`config.mk`:
```
export PLATFORM = sky130hd
export DESIGN_NAME = branch_predict_ctrl
export DESIGN_NICKNAME = d
export VERILOG_FILES = /design/src/rtl/branch_predict_ctrl_pkg.sv /design/src/rtl/branch_predict_ctrl_sat_counter2.sv /design/src/rtl/branch_predict_ctrl.sv
export SDC_FILE = /design/constraint.sdc
export NUM_CORES = 1
export LEC_CHECK = 0
export BUFFER_PORTS_ARGS = -buffer_cell sky130_fd_sc_hd__buf_2
export CAP_MARGIN = 20
export CORE_MARGIN = 5
export CORE_UTILIZATION = 40
export CTS_CLUSTER_SIZE = 12
export DETAILED_ROUTE_END_ITERATION = 12
export HOLD_SLACK_MARGIN = 0.12
export PLACE_DENSITY_LB_ADDON = 0.15
export SLEW_MARGIN = 15
export SYNTH_ARGS = -nofsm -noshare
export SYNTH_HDL_FRONTEND = slang
export SYNTH_SLANG_ARGS = --single-unit
```
`constraint.sdc`:
```
create_clock -name clk -period 2.8 [get_ports clk]
set_input_delay 0.56 -clock clk [delete_from_list [all_inputs] [get_ports clk]]
set_output_delay 0.56 -clock clk [all_outputs]
set_load 0.005 [all_outputs]
```
`src/rtl/branch_predict_ctrl_pkg.sv`:
```
`default_nettype none
// ============================================================================
// Module      : branch_predict_ctrl_pkg
// Description : Shared constants for the branch predictor: FSM state
//               encoding, counter reset value and saturation limits.
// Revision    : 1.0 - initial release
// ============================================================================
package branch_predict_ctrl_pkg;

    // Two-state recovery FSM.
    typedef enum logic [0:0] {
        ST_NORMAL  = 1'b0,
        ST_RECOVER = 1'b1
    } bp_state_e;

    // Two-bit predictor counter limits and the default weakly-not-taken start.
    localparam logic [1:0]  CNT_INIT_DEFAULT = 2'b01;
    localparam logic [1:0]  CNT_MAX          = 2'b11;
    localparam logic [1:0]  CNT_MIN          = 2'b00;

    // Statistics counters stick at all-ones instead of wrapping.
    localparam logic [31:0] STATS_MAX        = 32'hFFFF_FFFF;

    // Saturating increment of a statistics counter.
    function automatic logic [31:0] stats_inc(input logic [31:0] value);
        return (value == STATS_MAX) ? value : value + 32'd1;
    endfunction

endpackage
`default_nettype wire

```
`src/rtl/branch_predict_ctrl_sat_counter2.sv`:
```
`default_nettype none
// ============================================================================
// Module      : sat_counter2
// Description : One predictor table entry: a 2-bit up/down counter that
//               saturates at 3 and 0, updated only when enabled.
// Revision    : 1.0 - initial release
// ============================================================================
module sat_counter2
    import branch_predict_ctrl_pkg::*;
#(
    parameter logic [1:0] INIT = CNT_INIT_DEFAULT
) (
    input  logic       clk,
    input  logic       rst,      // asynchronous, active-low
    input  logic       en,
    input  logic       inc,      // 1 = count up, 0 = count down
    output logic [1:0] cnt
);

    logic [1:0] cnt_q;
    logic [1:0] cnt_d;

    // Next value: move one step toward the outcome, clamped at the limits.
    always_comb begin
        cnt_d = cnt_q;
        if (en) begin
            if (inc) begin
                if (cnt_q != CNT_MAX) begin
                    cnt_d = cnt_q + 2'd1;
                end
            end else begin
                if (cnt_q != CNT_MIN) begin
                    cnt_d = cnt_q - 2'd1;
                end
            end
        end
    end

    // Counter register, forced to its start value while reset is low.
    always_ff @(posedge clk or negedge rst) begin
        if (!rst) begin
            cnt_q <= INIT;
        end else begin
            cnt_q <= cnt_d;
        end
    end

    assign cnt = cnt_q;

endmodule
`default_nettype wire

```
`src/rtl/branch_predict_ctrl.sv`:
```
`default_nettype none
// ============================================================================
// Module      : branch_predict_ctrl
// Description : Bimodal branch predictor with 2-bit saturating counters,
//               registered mispredict pulse / redirect address, and
//               saturating resolved-branch and mispredict statistics.
// Revision    : 1.0 - initial release
// ============================================================================
module branch_predict_ctrl
    import branch_predict_ctrl_pkg::*;
#(
    parameter int         IDX_BITS = 4,
    parameter logic [1:0] CNT_INIT = CNT_INIT_DEFAULT
) (
    input  logic        clk,
    input  logic        rst,              // asynchronous assert, active-low
    input  logic [31:0] id_pc,
    input  logic        id_is_branch,
    output logic        predict_taken,
    input  logic        ex_br_valid,
    input  logic [31:0] ex_pc,
    input  logic [31:0] ex_target,
    input  logic        ex_taken,
    input  logic        ex_pred,
    output logic        wrong_prediction,
    output logic [31:0] recover_pc,
    input  logic        stats_clr,
    output logic [31:0] br_count,
    output logic [31:0] miss_count
);

    localparam int TBL_SIZE = 1 << IDX_BITS;

    // Word-aligned PCs: drop the two byte-offset bits before indexing.
    logic [IDX_BITS-1:0] w_id_idx;
    logic [IDX_BITS-1:0] w_ex_idx;
    logic [1:0]          w_table [TBL_SIZE];
    logic                w_accept;
    logic                w_mispredict;
    logic                w_pc_unused;

    bp_state_e   state_q,            state_d;
    logic        wrong_prediction_q, wrong_prediction_d;
    logic [31:0] recover_pc_q,       recover_pc_d;
    logic [31:0] br_count_q,         br_count_d;
    logic [31:0] miss_count_q,       miss_count_d;

    assign w_id_idx = id_pc[IDX_BITS+1:2];
    assign w_ex_idx = ex_pc[IDX_BITS+1:2];

    // PC bits outside the index field carry no information for the table.
    assign w_pc_unused = ^{id_pc[31:IDX_BITS+2], id_pc[1:0], ex_pc[1:0]};

    // A resolved branch counts only in NORMAL; in RECOVER it is wrong-path.
    assign w_accept     = ex_br_valid && (state_q == ST_NORMAL);
    assign w_mispredict = w_accept && (ex_taken != ex_pred);

    // Counter table: one saturating counter per index, updated on accept.
    for (genvar gi = 0; gi < TBL_SIZE; gi++) begin : g_table
        sat_counter2 #(
            .INIT (CNT_INIT)
        ) u_entry (
            .clk (clk),
            .rst (rst),
            .en  (w_accept && (w_ex_idx == IDX_BITS'(gi))),
            .inc (ex_taken),
            .cnt (w_table[gi])
        );
    end

    // Zero-latency lookup; reads the stored value, so a same-cycle update
    // to the same entry is not visible until the next cycle.
    assign predict_taken = id_is_branch && w_table[w_id_idx][1];

    // Next-state and output logic for the recovery FSM and statistics.
    always_comb begin
        state_d            = state_q;
        wrong_prediction_d = 1'b0;
        recover_pc_d       = recover_pc_q;
        br_count_d         = br_count_q;
        miss_count_d       = miss_count_q;

        case (state_q)
            ST_NORMAL: begin
                if (w_mispredict) begin
                    state_d            = ST_RECOVER;
                    wrong_prediction_d = 1'b1;
                    recover_pc_d       = ex_taken ? ex_target : (ex_pc + 32'd4);
                end
            end
            ST_RECOVER: begin
                state_d = ST_NORMAL;
            end
            default: begin
                state_d = ST_NORMAL;
            end
        endcase

        // Clear wins over any increment arriving in the same cycle.
        if (stats_clr) begin
            br_count_d   = '0;
            miss_count_d = '0;
        end else begin
            if (w_accept) begin
                br_count_d = stats_inc(br_count_q);
            end
            if (w_mispredict) begin
                miss_count_d = stats_inc(miss_count_q);
            end
        end
    end

    // State, pulse, redirect and statistics registers.
    always_ff @(posedge clk or negedge rst) begin
        if (!rst) begin
            state_q            <= ST_NORMAL;
            wrong_prediction_q <= 1'b0;
            recover_pc_q       <= '0;
            br_count_q         <= '0;
            miss_count_q       <= '0;
        end else begin
            state_q            <= state_d;
            wrong_prediction_q <= wrong_prediction_d;
            recover_pc_q       <= recover_pc_d;
            br_count_q         <= br_count_d;
            miss_count_q       <= miss_count_d;
        end
    end

    assign wrong_prediction = wrong_prediction_q;
    assign recover_pc       = recover_pc_q;
    assign br_count         = br_count_q;
    assign miss_count       = miss_count_q;

endmodule
`default_nettype wire

```
# After elaboration in Yosys (flattened, before gate mapping)

Cells that the tools add are included.

Bits in registers: 130
Bits of input ports: 103
Output and inout bits: 98

$add $sub $neg: 35
$lt $le $gt $ge: 1
Eq/ne operators: 52
Mux-type cells: 61
Bitwise operators: 2
Reductions and logical operators: 73

Operators with widths:

| kind                    | count |
|---|---|
| $mux W32                | 7 |
| $mux W2                 | 50 |
| $reduce_bool A2 Y1      | 34 |
| $add A32 B1 Y32 const B | 2 |
| $eq A32 B32 Y1 const B  | 2 |
| $reduce_and A3 Y1       | 16 |
| $ne A2 B2 Y1 const B    | 18 |
| $add A2 B1 Y2 const B   | 16 |
| $add A32 B3 Y32 const B | 1 |
| $eq A4 B4 Y1 const B    | 8 |
| $ne A2 B1 Y1 const B    | 16 |
| $sub A2 B1 Y2 const B   | 16 |
| $logic_and A1 B1 Y1     | 19 |
| $eq A4 B3 Y1 const B    | 4 |
| $bmux W2 S4             | 1 |
| $eq A4 B2 Y1 const B    | 2 |
| $reduce_and A2 Y1       | 3 |
| $ge A5 B5 Y1 const B    | 1 |
| $not A4 Y5              | 1 |
| $eq A4 B1 Y1 const B    | 1 |
| $logic_not A4 Y1        | 1 |
| $mux W1                 | 2 |
| $pmux W1 S2             | 1 |
| $ne A1 B1 Y1            | 1 |
| $not A1 Y1              | 1 |

# Depth between registers and ports, before layout

Depth after elaboration: 5
Gate-level depth with buffers: 9

# Modules after synthesis

A second synthesis with hierarchy kept.

Cell total of the unflattened synthesis: 789
Area, all modules: 7348.3 um^2

Modules (own cells, without submodules):

| module              | times used | cells an instance | area an instance (um^2) | seq. area each (um^2) |
|---|---|---|---|---|
| branch_predict_ctrl | 1          | 661               | 5806.8                  | 2427.3 |
| sat_counter2        | 16         | 8                 | 96.3                    | 51.3 |

# Worst setup path before layout

OpenSTA, ideal clock, no wires.

Path type: reg2reg
Start point: reg miss_count_q[0] (netlist: miss_count[0])
End point: reg miss_count_q[30] (netlist: miss_count[30])
Setup time: 0.078 ns
Arrival: 2.176 ns
Slack: 0.546 ns
Cell stages (with the launch flop): 8
Buffers on the path: 1
Cells stage by stage: dfrtp_1 ha_1 nand3_4 or3_4 buf_6 or3_4 or4_1 a21oi_1

Longest elaborated chain between the ends: 4
Elaborated cells between the ends (all ways): 7
Those cells by class: add/sub: 1; eq/ne: 2; mux: 3; reduce/logical: 1

Ends and longest elaborated chain:

| element                | RTL line                      | RTL |
|---|---|---|
| start, declared        | branch_predict_ctrl.sv:46     | `logic [31:0] miss_count_q, miss_count_d;` |
| start signal, assigned | branch_predict_ctrl.sv:126    | `miss_count_q <= miss_count_d;` |
| $add A32 B1 Y32        | branch_predict_ctrl_pkg.sv:26 | `return (value == STATS_MAX) ? value : value + 32'd1;` |
| $mux W32               | branch_predict_ctrl_pkg.sv:26 |  |
| $mux W32               | branch_predict_ctrl.sv:107    | `if (w_mispredict) begin` |
| $mux W32               | branch_predict_ctrl.sv:100    | `if (stats_clr) begin` |

Several ways; a longest one is shown, not always the timed one. The select of a mux whose other input is x is not followed.
A chain may end at the register's enable or synchronous reset.

# Worst setup path in the final report

Start point: reg g_table[9].u_entry.cnt_q[1]
End point: out predict_taken

Longest elaborated chain between the ends: 4

Ends and longest elaborated chain:

| element                                    | RTL line                               | RTL |
|---|---|---|
| start, declared                            | branch_predict_ctrl_sat_counter2.sv:20 | `logic [1:0] cnt_q;` |
| start signal, assigned                     | branch_predict_ctrl_sat_counter2.sv:44 | `cnt_q <= cnt_d;` |
| $bmux W2 S4                                | branch_predict_ctrl.sv:73              | `assign predict_taken = id_is_branch && w_table[w_id_idx][1];` |
| $mux W2 (not written as such) (2 in a row) | branch_predict_ctrl.sv:73              |  |
| $logic_and A1 B1 Y1                        | branch_predict_ctrl.sv:73              |  |
| end, declared                              | branch_predict_ctrl.sv:19              | `output logic predict_taken,` |

Every way passes these cells. The select of a mux whose other input is x is not followed.

==> impl_metrics.py <==
metrics = {
    "cts": {
        "postCtsHoldBufs": 0,
        "cts-resized-gates": 0,
        "cts_made_buffers": 17,
        "cts_tree": "done",
        "cts_setup_buffers": 0,
        "clk_pin_slew_worst_paths_ns": 0.06,
        "cts.sink_count": 129,
        "worstSkewPairLatency_ns": 0.42,
        "cts.path.max_buffers": 2,
        "cts-htree-levels": 4,
        "cts_root_buf": "clkbuf_16",
    },
    "setup_path": {
        "cp-end-kind": "primary output",
        "startpoint_type": "register",
        "crit_type": "register to primary output",
        "path_max_fanout": 5,
        "required_ns": 2.24,
        "arrival_ns": 2.11,
    },
    "power_and_ir_drop": {
        "switching_share": 0.257,
        "p_leak_nw": 3.88,
        "intPower_mw": 4.00,
        "p_per_area_mw_per_mm2": 580,
        "sequentialPowerShare": 0.416,
        "clock_power_share": 0.458,
        "ir_drop_uv": 431,
        "p_switching_mw": 1.39,
        "combPwrFrac": 0.125,
    },
    "sta": {
        "tightest_slew_ns": 0.884,
        "min_period_ns": 2.67,
        "hold_viol": 0,
        "rsz0062_at_grt": "no",
        "fin_crit_sh": 0.954,
        "fmax_mhz": 374,
        "timing.setup.tns_ns": 0,
        "relSlewSlack": 0.410,
        "setup_viol": 0,
        "clock_skew_ns": 0.00824,
        "final_max_slew_viol_count": 0,
    },
    "logic_synthesis": {
        "synth_edf_count": 0,
        "synth_nets": 960,
        "ys_ff_latch": 129,
        "postSynth.asyncResetShare": 1.00,
        "synth_area_mm2": 0.00747,
        "yosys_warnings": 0,
        "synth_top_flop_cell": "dfrtp_1",
        "seq_area_frac_synth": 0.435,
        "syn_area_per_cell_um2": 8.77,
        "synthCells": 851,
        "synth_cell_types": 56,
    },
    "routing": {
        "drtAntennaViolNets": 0,
        "routedWlPerCell_um": 16.4,
        "drt-vias-per-instance": 5.58,
        "drt_iter0_markers": 324,
        "vias": 7056,
        "wl_mm": 20.8,
        "dr.pass1.iters": 5,
        "route.detailed.drc": 0,
    },
    "layout": {
        "fin_util": 0.502,
        "diodes": 0,
        "drive_gt1_frac": 0.262,
        "area_delta_synth_final_pct": 24.4,
        "n_fill_cell": 1805,
        "fin_nets": 1127,
    },
    "die": {
        "design.core.area_mm2": 0.0185,
        "fp.dieW_um": 147,
        "die_area_mm2": 0.0215,
        "start_util": 0.403,
        "pin_count": 201,
        "die_h_um": 147,
        "rows": 50,
    },
    "grt": {
        "grt-busiest-layer": "met2",
        "grt_pass1_vias": 6540,
        "met3_usage": 0.0410,
        "grt_remaining_overflow": 0,
        "grt_pass1_wl_mm": 34.4,
        "gr-usage-met2": 0.298,
        "grt_max_degree": 56,
        "antenna_found_initial": 0,
        "grtUsageMet1": 0.273,
        "gr-usage-all-layers": 0.194,
    },
    "placed_design": {
        "io_buffers": 172,
        "routabilityCongestion": 0.810,
        "post-dp-hpwl_mm": 14.8,
    },
    "min_path": {
        "hold_path_class": "primary input to asynchronous set/reset pin",
    },
    "outcome": {
        "status": "completed",
    },
    "run": {
        "drv_cap": 0,
    },
}
-- cells in the mapped netlist, types with 8 or more instances --
cell type | number | area [um^2]
a211oi_1 | 8 | 60.1
a21oi_1 | 80 | 400
and3_1 | 9 | 56.3
and4_1 | 14 | 123
clkbuf_1 | 39 | 146
dfrtp_1 | 113 | 2830
dfstp_2 | 16 | 420
inv_1 | 19 | 71.3
nand2_1 | 69 | 259
nand2b_1 | 12 | 75.1
nand3_1 | 43 | 215
nand3b_1 | 10 | 75.1
nand4_1 | 24 | 150
nor2_1 | 77 | 289
nor2b_1 | 8 | 50.1
nor3_1 | 22 | 110
nor4_1 | 15 | 93.8
o21ai_0 | 77 | 385
o31ai_1 | 23 | 173
or3_1 | 27 | 169
or4_1 | 16 | 120
xnor2_1 | 24 | 210
xor2_1 | 10 | 87.6
-- power by group through the flow --
stage	clock network [mW]	logic, mW	registers, mW
after floorplan	0	0.330	2.26
after CTS	2.51	0.690	2.24
final	2.47	0.674	2.24
after detailed placement	0	0.691	2.27
after global routing	2.60	0.760	2.27
after global placement	0	0.675	2.27
-- per-stage QoR --
| step | area, um^2 | total power, mW | instances | hold WS [ns] | setup slack [ns] |
|---|---|---|---|---|---|
| after floorplan | 7470 | 2.59 | 851 | 0.264 | 0.546 |
| after global placement | 8640 | 2.94 | 1233 | 0.460 | 0.247 |
| after detailed placement | 8640 | 2.96 | 1233 | 0.467 | 0.249 |
| after CTS | 9290 | 5.44 | 1265 | 0.124 | 0.103 |
| after global routing | 9290 | 5.63 | 1265 | 0.148 | 0.0554 |
| final | 9290 | 5.38 | 1265 | 0.105 | 0.129 |
-- state kept, by name (all words and copies together), names as in the netlist --
register	flops
g_table.u_entry.cnt	32
br_count	32
state_q	1
recover_pc	32
miss_count	32
-- worst max-delay path, cell delays in order, from the launching register on --
cell and delay (ns):
dfrtp_1 0.43, mux4_2 0.50, mux4_2 0.48, and2_1 0.17, buf_2 0.12
-- cells in the final DEF, fill, tap and decap left out, drive strengths merged, types with 5 or more instances in the layout --
master  instances
clkbuf         19
or2             6
inv            20
and2            5
xnor2          24
nor3           22
bufinv          5
nand3b         10
o21ai          77
or4            16
and4           14
mux2i           6
buf           194
dfrtp         113
a21oi          80
o22ai           7
and3            9
o211ai          5
nor4           15
nand4          24
mux4            5
nor2           77
o41ai           5
nor2b           8
ha              6
o221a           6
o31ai          24
dfstp          16
or3            29
nand3          44
nand2          69
a211oi          8
nand2b         12
xor2           10
-- worst paths after layout --
kind / end / cells past startpoint / start / slack [ns]
worst max register to register: miss_count[30]$_DFFE_PN0P_ / 6 / miss_count[0]$_DFFE_PN0P_ / 0.45
max in group asynchronous: g_table[8].u_entry.cnt[0]$_DFFE_PN1P_ / 2 / rst / 1.95
min in group clk: recover_pc[15]$_DFFE_PN0P_ / 3 / ex_target[15] / 0.40
worst min-delay path: br_count[19]$_DFFE_PN0P_ / 1 / rst / 0.11
worst min register to register: recover_pc[20]$_DFFE_PN0P_ / 2 / recover_pc[20]$_DFFE_PN0P_ / 0.48
worst max-delay path: predict_taken / 4 / g_table[9].u_entry.cnt[1]$_DFFE_PN0P_ / 0.13
-- layer usage --
metal / routed length [um] / up-vias
met5: 0 / -
met4: 355 / 0
met3: 1140 / 28
met2: 9450 / 177
met1: 9860 / 3357
li1: - / 3494
-- cell families after synthesis --
logic type / share of synthesized area
AO/OA/AOI/OAI: 0.193
buffers and inverters: 0.0344
AND/OR/NAND/NOR: 0.258
adder cells (fa/ha/maj): 0.0101
flip-flops: 0.435
XOR/XNOR: 0.0399
multiplexers: 0.0292
-- cell type report --
type                    instances  area [um^2]  share of cell area
clock buffers                  19          443              0.0477
multi-input cells             657         3970               0.427
flip-flops and latches        129         3250               0.350
clock inverters                13          209              0.0225
well taps                     234          293              0.0315
inverters                      19         71.3             0.00768
repair buffers                194         1060               0.114
Note: power is estimated with default switching activity, not from simulation.
